**src/rtl/pipeline_ctrl_pkg.sv**
```systemverilog
// Shared types for the pipeline stall/flush sequencer.
// FSM state encodings, default data-cache wait limit, output bundle.
package pipeline_ctrl_pkg;

    typedef enum logic [1:0] {
        RUN    = 2'b00,
        BUBBLE = 2'b01,
        DWAIT  = 2'b10,
        IWAIT  = 2'b11
    } ctrl_state_e;

    localparam int unsigned MAX_WAIT_DEF = 255;

    typedef struct packed {
        logic pc_we;
        logic if_id_stall;
        logic id_ex_stall;
        logic ex_mem_stall;
        logic if_id_flush;
        logic id_ex_flush;
        logic mem_wb_flush;
    } ctrl_out_t;

endpackage

```
**src/rtl/pipeline_stall_controller_if.sv**
```systemverilog
// Hazard-event inputs and register-enable outputs of the stall sequencer.
// STALL_COUNTER_EN adds the stall_cycles performance counter.
interface pipeline_stall_controller_if;

    logic       load_use_hazard;
    logic       branch_taken;
    logic       icache_busy;
    logic       dcache_busy;
    logic       mem_access;
    logic       pc_write_en;
    logic       if_id_stall;
    logic       id_ex_stall;
    logic       ex_mem_stall;
    logic       if_id_flush;
    logic       id_ex_flush;
    logic       mem_wb_flush;
    logic [1:0] ctrl_state;
    logic       mem_timeout;
`ifdef STALL_COUNTER_EN
    logic [31:0] stall_cycles;
`endif

    modport master (
        output load_use_hazard, branch_taken, icache_busy,
        output dcache_busy, mem_access,
        input  pc_write_en, if_id_stall, id_ex_stall, ex_mem_stall,
        input  if_id_flush, id_ex_flush, mem_wb_flush,
`ifdef STALL_COUNTER_EN
        input  stall_cycles,
`endif
        input  ctrl_state, mem_timeout
    );

    modport slave (
        input  load_use_hazard, branch_taken, icache_busy,
        input  dcache_busy, mem_access,
        output pc_write_en, if_id_stall, id_ex_stall, ex_mem_stall,
        output if_id_flush, id_ex_flush, mem_wb_flush,
`ifdef STALL_COUNTER_EN
        output stall_cycles,
`endif
        output ctrl_state, mem_timeout
    );

endinterface

```
**src/rtl/stall_wait_timer.sv**
```systemverilog
// Saturating 8-bit data-cache wait counter with sticky timeout flag.
module stall_wait_timer #(
    parameter int unsigned MAX_WAIT = 255
) (
    input  logic clk,
    input  logic rst_n,
    input  logic inc_i,
    input  logic clear_i,
    output logic timeout_o
);

    localparam logic [7:0] MaxV = 8'(MAX_WAIT);

    logic [7:0] cnt_q, cnt_d;
    logic       to_q, to_d;

    always_comb begin
        cnt_d = cnt_q;
        to_d  = to_q;
        if (clear_i) begin
            cnt_d = '0;
        end else if (inc_i && cnt_q != MaxV) begin
            cnt_d = cnt_q + 8'd1;
        end
        // Only a reset clears the flag; release just clears the count.
        if (inc_i && cnt_d == MaxV) begin
            to_d = 1'b1;
        end
    end

    always_ff @(posedge clk or negedge rst_n) begin
        if (!rst_n) begin
            cnt_q <= '0;
            to_q  <= 1'b0;
        end else begin
            cnt_q <= cnt_d;
            to_q  <= to_d;
        end
    end

    assign timeout_o = to_q;

endmodule

```
**src/rtl/pipeline_stall_controller.sv**
```systemverilog
// Prioritised stall/flush sequencer: D > B > I > L, Mealy outputs.
// STALL_COUNTER_EN adds a saturating count of PC-held cycles.
module pipeline_stall_controller
    import pipeline_ctrl_pkg::*;
#(
    parameter int unsigned MAX_WAIT = MAX_WAIT_DEF
) (
    input  logic                        clk,
    input  logic                        reset,
    pipeline_stall_controller_if.slave  bus
);

    ctrl_state_e state_q, state_d;
    ctrl_out_t   o;
    logic        d_ev, l_ev, inc, clr;

    always_comb begin
        state_d  = state_q;
        o        = '0;
        o.pc_we  = 1'b1;
        inc      = 1'b0;
        clr      = 1'b0;
        // Inside DWAIT the access is already known to be a memory op.
        d_ev = (state_q == DWAIT) ? bus.dcache_busy
                                  : (bus.dcache_busy & bus.mem_access);
        l_ev = bus.load_use_hazard && (state_q != BUBBLE);
        if (state_q == DWAIT && !bus.dcache_busy) begin
            clr = 1'b1;
        end
        if (d_ev) begin
            o.pc_we        = 1'b0;
            o.if_id_stall  = 1'b1;
            o.id_ex_stall  = 1'b1;
            o.ex_mem_stall = 1'b1;
            o.mem_wb_flush = 1'b1;
            inc            = 1'b1;
            state_d        = DWAIT;
        end else if (bus.branch_taken) begin
            o.if_id_flush  = 1'b1;
            o.id_ex_flush  = 1'b1;
            state_d        = RUN;
        end else if (bus.icache_busy) begin
            o.pc_we        = 1'b0;
            o.if_id_flush  = 1'b1;
            state_d        = IWAIT;
        end else if (l_ev) begin
            o.pc_we        = 1'b0;
            o.if_id_stall  = 1'b1;
            o.id_ex_flush  = 1'b1;
            state_d        = BUBBLE;
        end else begin
            state_d        = RUN;
        end
        if (!reset) begin
            o = '0;
        end
    end

    always_ff @(posedge clk or negedge reset) begin
        if (!reset) begin
            state_q <= RUN;
        end else begin
            state_q <= state_d;
        end
    end

    stall_wait_timer #(
        .MAX_WAIT (MAX_WAIT)
    ) u_timer (
        .clk       (clk),
        .rst_n     (reset),
        .inc_i     (inc),
        .clear_i   (clr),
        .timeout_o (bus.mem_timeout)
    );

`ifdef STALL_COUNTER_EN
    logic [31:0] stall_cnt_q;

    always_ff @(posedge clk or negedge reset) begin
        if (!reset) begin
            stall_cnt_q <= '0;
        end else if (!o.pc_we && stall_cnt_q != 32'hFFFF_FFFF) begin
            stall_cnt_q <= stall_cnt_q + 32'd1;
        end
    end

    assign bus.stall_cycles = stall_cnt_q;
`endif

    assign bus.pc_write_en  = o.pc_we;
    assign bus.if_id_stall  = o.if_id_stall;
    assign bus.id_ex_stall  = o.id_ex_stall;
    assign bus.ex_mem_stall = o.ex_mem_stall;
    assign bus.if_id_flush  = o.if_id_flush;
    assign bus.id_ex_flush  = o.id_ex_flush;
    assign bus.mem_wb_flush = o.mem_wb_flush;
    assign bus.ctrl_state   = state_q;

endmodule

```
**src/flat_wrapper.sv**
```systemverilog
// flat-port wrapper written by rule: the top's interface ports become plain ports
module pipeline_stall_controller_flat import pipeline_ctrl_pkg::*;
#(
    parameter int unsigned MAX_WAIT = MAX_WAIT_DEF
)
  (clk, reset, bus_load_use_hazard, bus_branch_taken, bus_icache_busy, bus_dcache_busy, bus_mem_access, bus_pc_write_en, bus_if_id_stall, bus_id_ex_stall, bus_ex_mem_stall, bus_if_id_flush, bus_id_ex_flush, bus_mem_wb_flush, bus_ctrl_state, bus_mem_timeout);
  pipeline_stall_controller_if bus_i ();
  input  logic clk;
  input  logic reset;
  input wire logic [$bits(bus_i.load_use_hazard)-1:0] bus_load_use_hazard;
  input wire logic [$bits(bus_i.branch_taken)-1:0] bus_branch_taken;
  input wire logic [$bits(bus_i.icache_busy)-1:0] bus_icache_busy;
  input wire logic [$bits(bus_i.dcache_busy)-1:0] bus_dcache_busy;
  input wire logic [$bits(bus_i.mem_access)-1:0] bus_mem_access;
  output wire logic [$bits(bus_i.pc_write_en)-1:0] bus_pc_write_en;
  output wire logic [$bits(bus_i.if_id_stall)-1:0] bus_if_id_stall;
  output wire logic [$bits(bus_i.id_ex_stall)-1:0] bus_id_ex_stall;
  output wire logic [$bits(bus_i.ex_mem_stall)-1:0] bus_ex_mem_stall;
  output wire logic [$bits(bus_i.if_id_flush)-1:0] bus_if_id_flush;
  output wire logic [$bits(bus_i.id_ex_flush)-1:0] bus_id_ex_flush;
  output wire logic [$bits(bus_i.mem_wb_flush)-1:0] bus_mem_wb_flush;
  output wire logic [$bits(bus_i.ctrl_state)-1:0] bus_ctrl_state;
  output wire logic [$bits(bus_i.mem_timeout)-1:0] bus_mem_timeout;
  assign bus_i.load_use_hazard = bus_load_use_hazard;
  assign bus_i.branch_taken = bus_branch_taken;
  assign bus_i.icache_busy = bus_icache_busy;
  assign bus_i.dcache_busy = bus_dcache_busy;
  assign bus_i.mem_access = bus_mem_access;
  assign bus_pc_write_en = bus_i.pc_write_en;
  assign bus_if_id_stall = bus_i.if_id_stall;
  assign bus_id_ex_stall = bus_i.id_ex_stall;
  assign bus_ex_mem_stall = bus_i.ex_mem_stall;
  assign bus_if_id_flush = bus_i.if_id_flush;
  assign bus_id_ex_flush = bus_i.id_ex_flush;
  assign bus_mem_wb_flush = bus_i.mem_wb_flush;
  assign bus_ctrl_state = bus_i.ctrl_state;
  assign bus_mem_timeout = bus_i.mem_timeout;
  pipeline_stall_controller #(.MAX_WAIT(MAX_WAIT)) u_core (.clk(clk), .reset(reset), .bus(bus_i));
endmodule
```
**config.mk**
```make
export PLATFORM = sky130hd
export DESIGN_NAME = pipeline_stall_controller_flat
export DESIGN_NICKNAME = d
export VERILOG_FILES = /design/src/rtl/pipeline_ctrl_pkg.sv /design/src/rtl/pipeline_stall_controller_if.sv /design/src/rtl/stall_wait_timer.sv /design/src/rtl/pipeline_stall_controller.sv /design/src/flat_wrapper.sv
export SDC_FILE = /design/constraint.sdc
export NUM_CORES = 1
export LEC_CHECK = 0
export BUFFER_PORTS_ARGS = -buffer_cell sky130_fd_sc_hd__clkbuf_2
export CAP_MARGIN = 20
export CELL_PAD_IN_SITES_DETAIL_PLACEMENT = 0
export CELL_PAD_IN_SITES_GLOBAL_PLACEMENT = 1
export CORE_MARGIN = 2
export CORE_UTILIZATION = 35
export DETAILED_ROUTE_END_ITERATION = 16
export HOLD_SLACK_MARGIN = 0.12
export PLACE_DENSITY_LB_ADDON = 0.1
export SLEW_MARGIN = 30
export SYNTH_ARGS = -nofsm -noshare
export SYNTH_HDL_FRONTEND = slang
export SYNTH_SLANG_ARGS = --single-unit
export TNS_END_PERCENT = 10
```
**constraint.sdc**
```tcl
create_clock -name clk -period 2.3 [get_ports clk]
set_input_delay 0.575 -clock clk [delete_from_list [all_inputs] [get_ports clk]]
set_output_delay 0.575 -clock clk [all_outputs]
set_load 0.05 [all_outputs]
```
[Word level (Yosys, flattened, before mapping)]
Cells that the tools add are included.
Word-level totals
  register bits after elaboration: 11
  output and inout bits: 10
  logic and storage cells: 35
Cells by class
  add/sub/neg operators: 1
  equality and inequality tests: 4
  muxes and demuxes: 21
  bitwise logic cells: 1
  reduce and logical (&&, ||, !) cells: 5
Operators by type and width (count)
  $mux W2: 9
  $mux W8: 2
  $mux W1: 9
  $add A8 B1 Y8 const B: 1
  $eq A8 B8 Y1 const B: 1
  $ne A8 B8 Y1 const B: 1
  $mux W7: 1
  $logic_and A1 B1 Y1: 4
  $eq A2 B2 Y1 const B: 1
  $ne A2 B1 Y1 const B: 1
  $and A1 B1 Y1: 1
  $logic_not A1 Y1: 1

[Depth between registers and ports, before layout]
Gate-level depths: netlist (run 1).
  depth after elaboration: 8
  depth in mapped cells: 6

[Cells and area by module]
Synthesis (run 1) repeated with hierarchy kept, for this count alone.
Unflattened totals
  cells, all modules: 78
  area total of the unflattened synthesis: 738.2 µm²
By module, submodules not included
  stall_wait_timer: instances 1, cells each 57, area each 544.3 µm², seq. area each 225.2 µm²
  pipeline_stall_controller: instances 1, cells each 21, area each 193.9 µm², seq. area each 50.0 µm²

[Least setup slack after synthesis (run 1)]
No wires, ideal clock.
  path type: register to output
  start: register u_core.state_q[1] (netlist: u_core.bus.ctrl_state[1])
  end: output bus_id_ex_stall
  data arrival time: 2268 ps
  data required time: 1725 ps
  setup slack: -543 ps
  cell stages (with the launch flop): 6
  path through: dfrtp_1 nor2b_1 o21ai_0 clkbuf_1 nor2_1 buf_4
Between the ends
  cells in the longest elaborated chain, start to end: 4
RTL lines
  from (decl): RTL line pipeline_stall_controller.sv:13  | ctrl_state_e state_q, state_d;
  from (signal assigned): RTL line pipeline_stall_controller.sv:63  | state_q <= state_d;
  $eq A2 B2 Y1: RTL line pipeline_stall_controller.sv:24  | d_ev = (state_q == DWAIT) ? bus.dcache_busy
  $mux W1: RTL line pipeline_stall_controller.sv:24
  $mux W2: RTL line pipeline_stall_controller.sv:30  | if (d_ev) begin
  $mux W7: RTL line pipeline_stall_controller.sv:54  | if (!reset) begin
  to (decl): RTL line flat_wrapper.sv:17  | output wire logic [$bits(bus_i.id_ex_stall)-1:0] bus_id_ex_stall;
Every way passes these cells.

[Worst setup path after layout (run 1)]
  start: register u_core.state_q[0] (netlist: u_core.bus.ctrl_state[0])
  end: output bus_mem_wb_flush
Between the ends
  cells in the longest elaborated chain, start to end: 4
RTL lines
  $eq A2 B2 Y1: RTL line pipeline_stall_controller.sv:24
  $mux W1: RTL line pipeline_stall_controller.sv:24
  $mux W1: RTL line pipeline_stall_controller.sv:30
  $mux W7: RTL line pipeline_stall_controller.sv:54
  to (decl): RTL line flat_wrapper.sv:21  | output wire logic [$bits(bus_i.mem_wb_flush)-1:0] bus_mem_wb_flush;
Every way passes these cells.

==> impl_metrics.tcl, run 1 <==
set metrics [dict create \
    run_status "completed" \
    start_kind "register" \
    postSynthCellCount 86 \
    yosysTopAreaCellShare 0.3901 \
    clkLatencyLatePin_ns 0.26 \
    antenna_cells 0 \
    wire_per_inst_um 11.69 \
    max_slew_margin 0.6804 \
    drtIter0Drc 16 \
    r2r_start "u_core.u_timer.cnt_q[0]$_DFF_PN0_" \
    p_per_area_nw_per_um2 663.1 \
    ir_worst_vdd_mv 0.3958 \
    dieWidth_um 48.90 \
    coreArea_sq_um 1922 \
    nFillCells 211 \
    drtPass1Iterations 4 \
    dp_slack_ns 0.2135 \
    maxCapViolCount 0 \
    dieArea_sq_um 2391 \
    cts_max_level 1 \
    path_cells "nor2b_1, o21ai_1, buf_4, nor2_4, clkbuf_2" \
    synthFlopType "dfrtp_1" \
    fmax_mhz 466.2 \
    synth_seq_area_share 0.3901 \
    worstPathMaxFanout 10 \
    cts_buffers 3 \
    setup.worst_path.class "reg2out" \
    finalClockSkew_ns 0.001771 \
    cpMaxStageDelayCell "dfrtp_2" \
    place_hpwl_mm 1.220 \
    cp-startpoint "u_core.bus.ctrl_state[0]$_DFF_PN0_" \
    reg2reg_to "u_core.u_timer.timeout_o$_DFFE_PN0P_" \
    grt_use_met3 0.05828 \
    crit_buf_inv 2 \
    synth_common_cells "nor2_1, dfrtp_1, inv_1, nand2_1, nor3_1" \
    r2r_setup_slack_ns 0.33 \
    synth_top_area_cell "dfrtp_1" \
    antenna_found_initial 0 \
    grt_max_degree 11 \
    synth_area_per_cell_sq_um 8.206 \
    tightestPinTransition_ns 0.4777 \
    async_flop_share 1.000 \
    grt_pass1_vias 616 \
    synth-seq-cells 11 \
    row_count 16 \
    whs_ns 0.1534 \
    cp_top_family "buffers and inverters" \
    final_nets 114 \
    ios 17 \
    start_util 0.3672 \
    antenna_left 0 \
    root_buffer "clkbuf_4" \
    ys.warnings.count 0 \
    final_util 0.4596 \
    drc 0 \
    critical_path_required_ns 1.73 \
    regArea_sq_um 277.8 \
    cts-hold-fix-buffers 0 \
    die_y_um 48.90 \
    p_leak_nw 0.3833 \
    grt_pass1_wl_mm 2.877 \
    grt_overflow 0 \
    clk_path_buf_depth 2 \
    area_growth_pct 25.18 \
    fin_crit_ns 2.145 \
    vias 642 \
    finalPower_w 0.0005857 \
    arrival_ns 1.57 \
    final.setup.tns_ns 0 \
    busiest_layer "met2" \
    cts.clk_slew.worst_paths_ns 0.06 \
    multiInputGateArea_sq_um 421.7 \
    synthTopCellsByArea "dfrtp_1, nor2_1, xnor2_1" \
    slew_violations 0 \
    reg2reg_depth 6 \
    synth_most_common_cell "nor2_1" \
    rsz0062_at_grt "false" \
    met2_usage 0.2420 \
    drive_gt1_frac 0.3333 \
    cts_num_sinks 11 \
    syn-cell-area_sq_um 705.7 \
    setup_viol 0 \
    hp-class "in2async" \
    viasPerCell 4.864 \
    finalHoldViolCount 0 \
    synth_edf_count 0 \
    period_share 0.9325 \
    syn_nets 94 \
    slowest_delay_ns 0.41 \
    post_synth_num_cell_types 31 \
    portBuffers 16 \
    gp_congestion 0.8201 \
    grtUsageMet1 0.2062 \
    wl_mm 1.543 \
    end_kind "output port" \
    cts_tree "done" \
    globalRouteTotalUtil 0.1583 \
    finalWorstSetupSlack_ns 0.1552 \
]
==> through the flow <==
step / area [sq um] / std cells
2_1_floorplan: 743.2 / 86
3_3_place_gp: 852.1 / 128
3_5_place_dp: 852.1 / 128
4_1_cts: 878.3 / 132
5_1_grt: 883.3 / 132
6_report: 883.3 / 132
==> per-layer routing <==
metal | share of wire | up-vias | wire length (um)
met4 | 0.0078 | 0 | 12
met2 | 0.47 | 14 | 728
li1 | - | 328 | -
met5 | 0 | - | 0
met3 | 0.041 | 2 | 63
met1 | 0.48 | 298 | 739
==> sequential cells by signal, summed over array words and instances (netlist names) <==
signal and flops:
u_core.u_timer.cnt_q 8, u_core.u_timer.timeout_o 1, u_core.bus.ctrl_state 2
==> what timing repair did <==
action                     4_1_cts  5_1_grt
hold endpoints to repair         0        0
setup endpoints to repair        0        5
setup buffers                    0        0
resized for setup                0        5
==> cell usage in the layout, fill, tap and decap left out, types with 2 or more instances in the layout <==
cell type,n
a21oi_1,2
buf_4,2
clkbuf_2,14
clkbuf_4,4
dfrtp_1,9
dfrtp_2,2
inv_1,7
nand2_1,6
nand2_2,2
nand2b_1,2
nand3_1,4
nor2_1,13
nor2_4,4
nor3_1,5
o21ai_0,3
xnor2_1,4
==> area by class of cell <==
type                    count  share of cell area
multi-input cells          65              0.4773
flip-flops and latches     11              0.3144
repair buffers             18              0.1105
well taps                  27             0.03824
inverters                   7             0.02975
clock buffers               4             0.02975
==> worst max-delay path by stage <==
| stage | depth (start not counted) | slack [ns] | endpoint |
|---|---|---|---|
| floorplan | 5 | 0.03 | bus_id_ex_flush |
| global placement | 5 | 0.22 | bus_id_ex_flush |
| detailed placement | 5 | 0.21 | bus_id_ex_flush |
| CTS | 5 | 0.03 | bus_id_ex_flush |
| global route | 5 | 0.009 | bus_pc_write_en |
| finish | 5 | 0.16 | bus_mem_wb_flush |
==> report_power, final <==
group / internal (W) / switching, W
Combinational: 0.0000720 / 0.000122
Sequential: 0.000223 / 0.0000428
Clock: 0.0000671 / 0.0000590
==> logic make-up (layout without fill, tap and decap cells) <==
family,count (synthesis),after routing,synth area share
flops,11,11,0.3901
fa+ha+maj,1,1,0.01773
buf+inv,10,29,0.06383
compound gates,14,14,0.1454
simple gates,45,45,0.3192
mux,1,1,0.01418
xor+xnor,4,4,0.04964
(Power assumes the default switching activity.)
==> inputs of run 2 (changes only) <==
==> constraint.sdc (replaced) <==
create_clock -name clk -period 2.3 [get_ports clk]
set_input_delay 0.575 -clock clk [delete_from_list [all_inputs] [get_ports clk]]
set_output_delay 0.575 -clock clk [all_outputs]
set_load 0.01 [all_outputs]
==> run 2 against run 1 <==
- cell area down 3.0%
- setup slack got worse by 0.064 ns
- die area did not move
- core utilization fell by 1.4 points
- sequential power about the same
- count of clock-buffer cells in the layout unchanged
- flip-flop and latch count unchanged
- final cell count up 0.76%
- via count up 1.9%
- hold slack improved by 0.32 ns
- clock skew barely moved
- sequential share of layout area rose by 0.67 points
- largest power group unchanged
- highest routed layer unchanged
==> impl_metrics.tcl, run 2 (same netlist as run 1, synthesis figures left out) <==
set metrics [dict create \
    run_status "completed" \
    grt_pass1_vias 620 \
    slowest_delay_ns 0.53 \
    final.setup.tns_ns 0 \
    fin_crit_ns 2.208 \
    drive_gt1_frac 0.2642 \
    p_leak_nw 0.3863 \
    setup_viol 0 \
    start_util 0.3672 \
    grtUsageMet1 0.1923 \
    holdPathStages 2 \
    slew_violations 0 \
    coreArea_sq_um 1922 \
    dp_slack_ns 0.3327 \
    dieWidth_um 48.90 \
    cts_tree "done" \
    whs_ns 0.4764 \
    drc 0 \
    post_cts.repair.setup_buffers 0 \
    antenna_found_initial 0 \
    wl_mm 1.603 \
    max_slew_margin 0.6845 \
    die_y_um 48.90 \
    clkLatencyLatePin_ns 0.27 \
    grt_pass1_wl_mm 2.711 \
    ir_worst_vdd_mv 0.2590 \
    ios 17 \
    finalPower_w 0.0005565 \
    worstPathMaxFanout 6 \
    cts_max_level 1 \
    clk_path_buf_depth 2 \
    viasPerCell 4.917 \
    setup.worst_path.class "in2out" \
    largest_reg_flops 8 \
    maxCapViolCount 0 \
    antenna_left 0 \
    rsz0062_at_grt "false" \
    worst-path-stages 5 \
    path_cells "dlygate4sd3_1, clkbuf_4, inv_1, nor2_2, clkbuf_2" \
    cts_buffers 3 \
    globalRouteTotalUtil 0.1536 \
    critical_path_required_ns 1.73 \
    nFillCells 206 \
    finalWorstSetupSlack_ns 0.09151 \
    row_count 16 \
    top_register "u_core.u_timer.cnt_q" \
    grt_use_met3 0.03067 \
    place_hpwl_mm 1.233 \
    fmax_mhz 452.8 \
    finalClockSkew_ns 0.002023 \
    drtIter0Drc 9 \
    cpMaxStageDelayCell "dlygate4sd3_1" \
    crit_buf_inv 4 \
    p_per_area_nw_per_um2 649.3 \
    arrival_ns 1.63 \
    cts.clk_slew.worst_paths_ns 0.08 \
    vias 654 \
    grt_overflow 0 \
    grt_max_degree 12 \
    final_common_cell "nor2_1" \
    hp-class "reg2reg" \
    met2_usage 0.2237 \
    cp_top_family "buffers and inverters" \
    wire_per_inst_um 12.05 \
    reg2reg_depth 6 \
    busiest_layer "met2" \
    area_growth_pct 21.45 \
    antenna_cells 0 \
    portBuffers 16 \
    drtPass1Iterations 5 \
    final_cell_mix "nor2_1, clkbuf_2, dfrtp_1" \
    cts_num_sinks 11 \
    gp_congestion 0.7720 \
    finalHoldViolCount 0 \
    final_nets 115 \
    period_share 0.9602 \
    tightestPinTransition_ns 0.4715 \
    root_buffer "clkbuf_4" \
    dieArea_sq_um 2391 \
    end_kind "output port" \
    start_kind "input port" \
]
## run 2: cell types whose count changed in the layout (fill, tap and decap cells not counted), sizes merged
cell	change
dlygate4sd3	+1
buf	-1
clkbuf	+1
## run 2: routing by layer
layer  share of wire  routed length (um)
met1            0.47                 757
met2            0.44                 708
met3           0.046                  74
met4           0.039                  62
met5               0                   0
## run 2: final timing paths
| path | slack, ns | end | start |
|---|---|---|---|
| max in group asynchronous | 1.32 | u_core.bus.ctrl_state[1]$_DFF_PN0_ | reset |
| worst max-delay path | 0.09 | bus_ex_mem_stall | reset |
| worst min-delay path | 0.48 | u_core.u_timer.timeout_o$_DFFE_PN0P_ | u_core.u_timer.timeout_o$_DFFE_PN0P_ |
| worst min register to register | 0.48 | u_core.u_timer.timeout_o$_DFFE_PN0P_ | u_core.u_timer.timeout_o$_DFFE_PN0P_ |
| min in group asynchronous | 0.67 | u_core.u_timer.cnt_q[0]$_DFF_PN0_ | reset |
| worst max register to register | 0.40 | u_core.u_timer.timeout_o$_DFFE_PN0P_ | u_core.u_timer.cnt_q[0]$_DFF_PN0_ |
## run 2: area by class of cell
type | instances | area (sq um) | share of cell area
Multi-Input combinational cell | 65 | 387.9 | 0.4526
Sequential cell | 11 | 275.3 | 0.3212
Timing Repair Buffer | 19 | 107.6 | 0.1255
Tap cell | 27 | 33.78 | 0.03942
Clock buffer | 4 | 26.28 | 0.03066
Inverter | 7 | 26.28 | 0.03066
## run 2: worst register-to-register path: cells and delay by family, from the launching register on
kind / cells / cell delay (ns)
adder cells (fa/ha/maj): 1 / 0.27
AO/OA/AOI/OAI: 2 / 0.62
AND/OR/NAND/NOR: 3 / 0.49
flip-flops: 1 / 0.43
## run 2: repair_timing
item,in CTS,in global routing
hold buffers,1,0
setup endpoints to repair,0,4
resized for setup,0,3
hold endpoints to repair,3,0
## run 2: through the flow
stage	area (sq um)	std cells	utilization
6_report	857.1	133	0.4460
5_1_grt	857.1	133	0.4460
3_3_place_gp	815.8	128	0.4245
3_5_place_dp	815.8	128	0.4245
4_1_cts	852.1	133	0.4434
2_1_floorplan	705.7	86	-
## run 2: power breakdown
part | internal [W] | switching (W)
Combinational | 0.0000707 | 0.0000824
Clock | 0.0000673 | 0.0000733
Sequential | 0.000222 | 0.0000404
==> inputs of run 3 (changes only) <==
--- a/config.mk
+++ b/config.mk
@@ -14,7 +14,7 @@
 export DETAILED_ROUTE_END_ITERATION = 16
 export HOLD_SLACK_MARGIN = 0.12
 export PLACE_DENSITY_LB_ADDON = 0.1
-export SLEW_MARGIN = 30
+export SLEW_MARGIN = 10
 export SYNTH_ARGS = -nofsm -noshare
 export SYNTH_HDL_FRONTEND = slang
 export SYNTH_SLANG_ARGS = --single-unit
==> constraint.sdc (replaced) <==
create_clock -name clk -period 2.55 [get_ports clk]
set_input_delay 0.6375 -clock clk [delete_from_list [all_inputs] [get_ports clk]]
set_output_delay 0.6375 -clock clk [all_outputs]
set_load 0.01 [all_outputs]
==> run 3 against run 2 <==
- clock skew rose by 0.0063 ns
- register-to-register slack improved by 0.17 ns
- clock power fell by 18%
- wire length fell by 3.1%
- via count fell by 0.61%
- hold slack got worse by 0.13 ns
- critical endpoint is now bus_id_ex_flush
==> impl_metrics.tcl, run 3 (same netlist as run 1, synthesis figures left out) <==
set metrics [dict create \
    period_share 0.8399 \
    finalHoldViolCount 0 \
    finalClockSkew_ns 0.008328 \
    setup.worst_path.class "reg2out" \
    fmax_mhz 466.9 \
    final_nets 114 \
    area_growth_pct 19.33 \
    antenna_left 0 \
    dp.cells 128 \
    final_cell_mix "nor2_1, clkbuf_2, dfrtp_1" \
    p_leak_nw 0.3818 \
    cpMaxStageDelayCell "dfrtp_1" \
    ir_worst_vdd_mv 0.2671 \
    top_register "u_core.u_timer.cnt_q" \
    combPwrFrac 0.278 \
    rsz0062_at_grt "false" \
    pwr-share-clk 0.235 \
    start_kind "register" \
    dieArea_sq_um 2391 \
    clk_path_buf_depth 2 \
    final.setup.tns_ns 0 \
    slowest_delay_ns 0.40 \
    viasPerCell 4.924 \
    post_cts.repair.setup_buffers 0 \
    critical_path_required_ns 1.91 \
    final_common_cell "nor2_1" \
    run_status "completed" \
    cts_buffers 3 \
    grt_pass1_wl_mm 2.615 \
    p_per_area_nw_per_um2 581.2 \
    intPower_w 0.0003236 \
    cts_num_sinks 11 \
    hp-class "in2async" \
    grt_pass1_vias 603 \
    cts_max_level 1 \
    largest_reg_flops 8 \
    drc 0 \
    fin_crit_ns 2.142 \
    seq_power_share 0.487 \
    ctsResizeCount 0 \
    wl_mm 1.554 \
    root_buffer "clkbuf_4" \
    ios 17 \
    place_hpwl_mm 1.259 \
    start_util 0.3672 \
    drtPass1Iterations 2 \
    drive_gt1_frac 0.2571 \
    final_cells 132 \
    final_util 0.4382 \
    grt_max_degree 12 \
    end_kind "output port" \
    path_cells "nor2b_1, o21ai_0, buf_4, nand2_1, nor2_1, clkbuf_2" \
    slew_violations 0 \
    clkLatencyLatePin_ns 0.26 \
    worstPathMaxFanout 11 \
    arrival_ns 1.50 \
    gp_congestion 0.7714 \
    cts-hold-fix-buffers 0 \
    vias 650 \
    p_switching_w 0.0001658 \
    globalRouteTotalUtil 0.1488 \
    tightestPinTransition_ns 0.4587 \
    setup_viol 0 \
    dieWidth_um 48.90 \
    row_count 16 \
    max_slew_margin 0.6930 \
    antenna_cells 0 \
    power.share.switching 0.3388 \
    antenna_found_initial 0 \
    die_y_um 48.90 \
    drtIter0Drc 4 \
    cts_tree "done" \
    finalPower_w 0.0004894 \
    maxCapViolCount 0 \
    cts.clk_slew.worst_paths_ns 0.07 \
    coreArea_sq_um 1922 \
    portBuffers 16 \
    wire_per_inst_um 11.77 \
    grt_overflow 0 \
]
-- run 3: cell type report --
type                            count  area [sq um]
Inverter                            7         26.28
Sequential cell                    11         275.3
Tap cell                           27         33.78
Multi-Input combinational cell     65         385.4
Timing Repair Buffer               18         95.09
Fill cell                         217          1080
Clock buffer                        4         26.28
-- run 3: metrics by stage --
step,hold slack (ns),setup slack [ns],cell area [sq um]
after floorplan,0.3419,0.4607,705.7
after global placement,0.4756,0.5075,815.8
after detailed placement,0.4589,0.4878,815.8
after CTS,0.3460,0.4011,842.1
after global routing,0.3494,0.2739,842.1
final,0.3414,0.4082,842.1
-- run 3: worst max-delay path, delay by kind of cell (launching register included) --
kind / cells / cell delay [ns]
compound gates: 1 / 0.15
buf+inv: 2 / 0.33
flops: 1 / 0.40
simple gates: 3 / 0.36
-- run 3: layer usage --
layer	part of all wire	vias to the layer above	GRT usage
met4	0.045	0	0.1286
met2	0.45	18	0.2260
li1	-	330	-
met1	0.46	296	0.1705
met3	0.050	6	0.04294
met5	0	-	0
-- run 3: power groups by stage --
stage	Clock [W]	Combinational, W	Sequential, W
final	0.000115	0.000136	0.000238
after floorplan	0	0.0000988	0.000234
after CTS	0.000119	0.000139	0.000237
after global placement	0	0.000135	0.000242
after detailed placement	0	0.000138	0.000241
after global routing	0.000132	0.000158	0.000242
-- run 3: path summary, 6_finish.rpt --
| kind | startpoint | end | slack (ns) | depth (start not counted) |
|---|---|---|---|---|
| max | u_core.bus.ctrl_state[1]$_DFF_PN0_ | bus_id_ex_flush | 0.41 | 6 |
| max in group asynchronous | reset | u_core.u_timer.cnt_q[0]$_DFF_PN0_ | 2.05 | 2 |
| min | reset | u_core.bus.ctrl_state[0]$_DFF_PN0_ | 0.34 | 2 |
| min in group clk | u_core.u_timer.timeout_o$_DFFE_PN0P_ | u_core.u_timer.timeout_o$_DFFE_PN0P_ | 0.47 | 2 |
| min reg2reg | u_core.u_timer.timeout_o$_DFFE_PN0P_ | u_core.u_timer.timeout_o$_DFFE_PN0P_ | 0.47 | 2 |
| max reg2reg | u_core.u_timer.cnt_q[0]$_DFF_PN0_ | u_core.u_timer.timeout_o$_DFFE_PN0P_ | 0.57 | 6 |
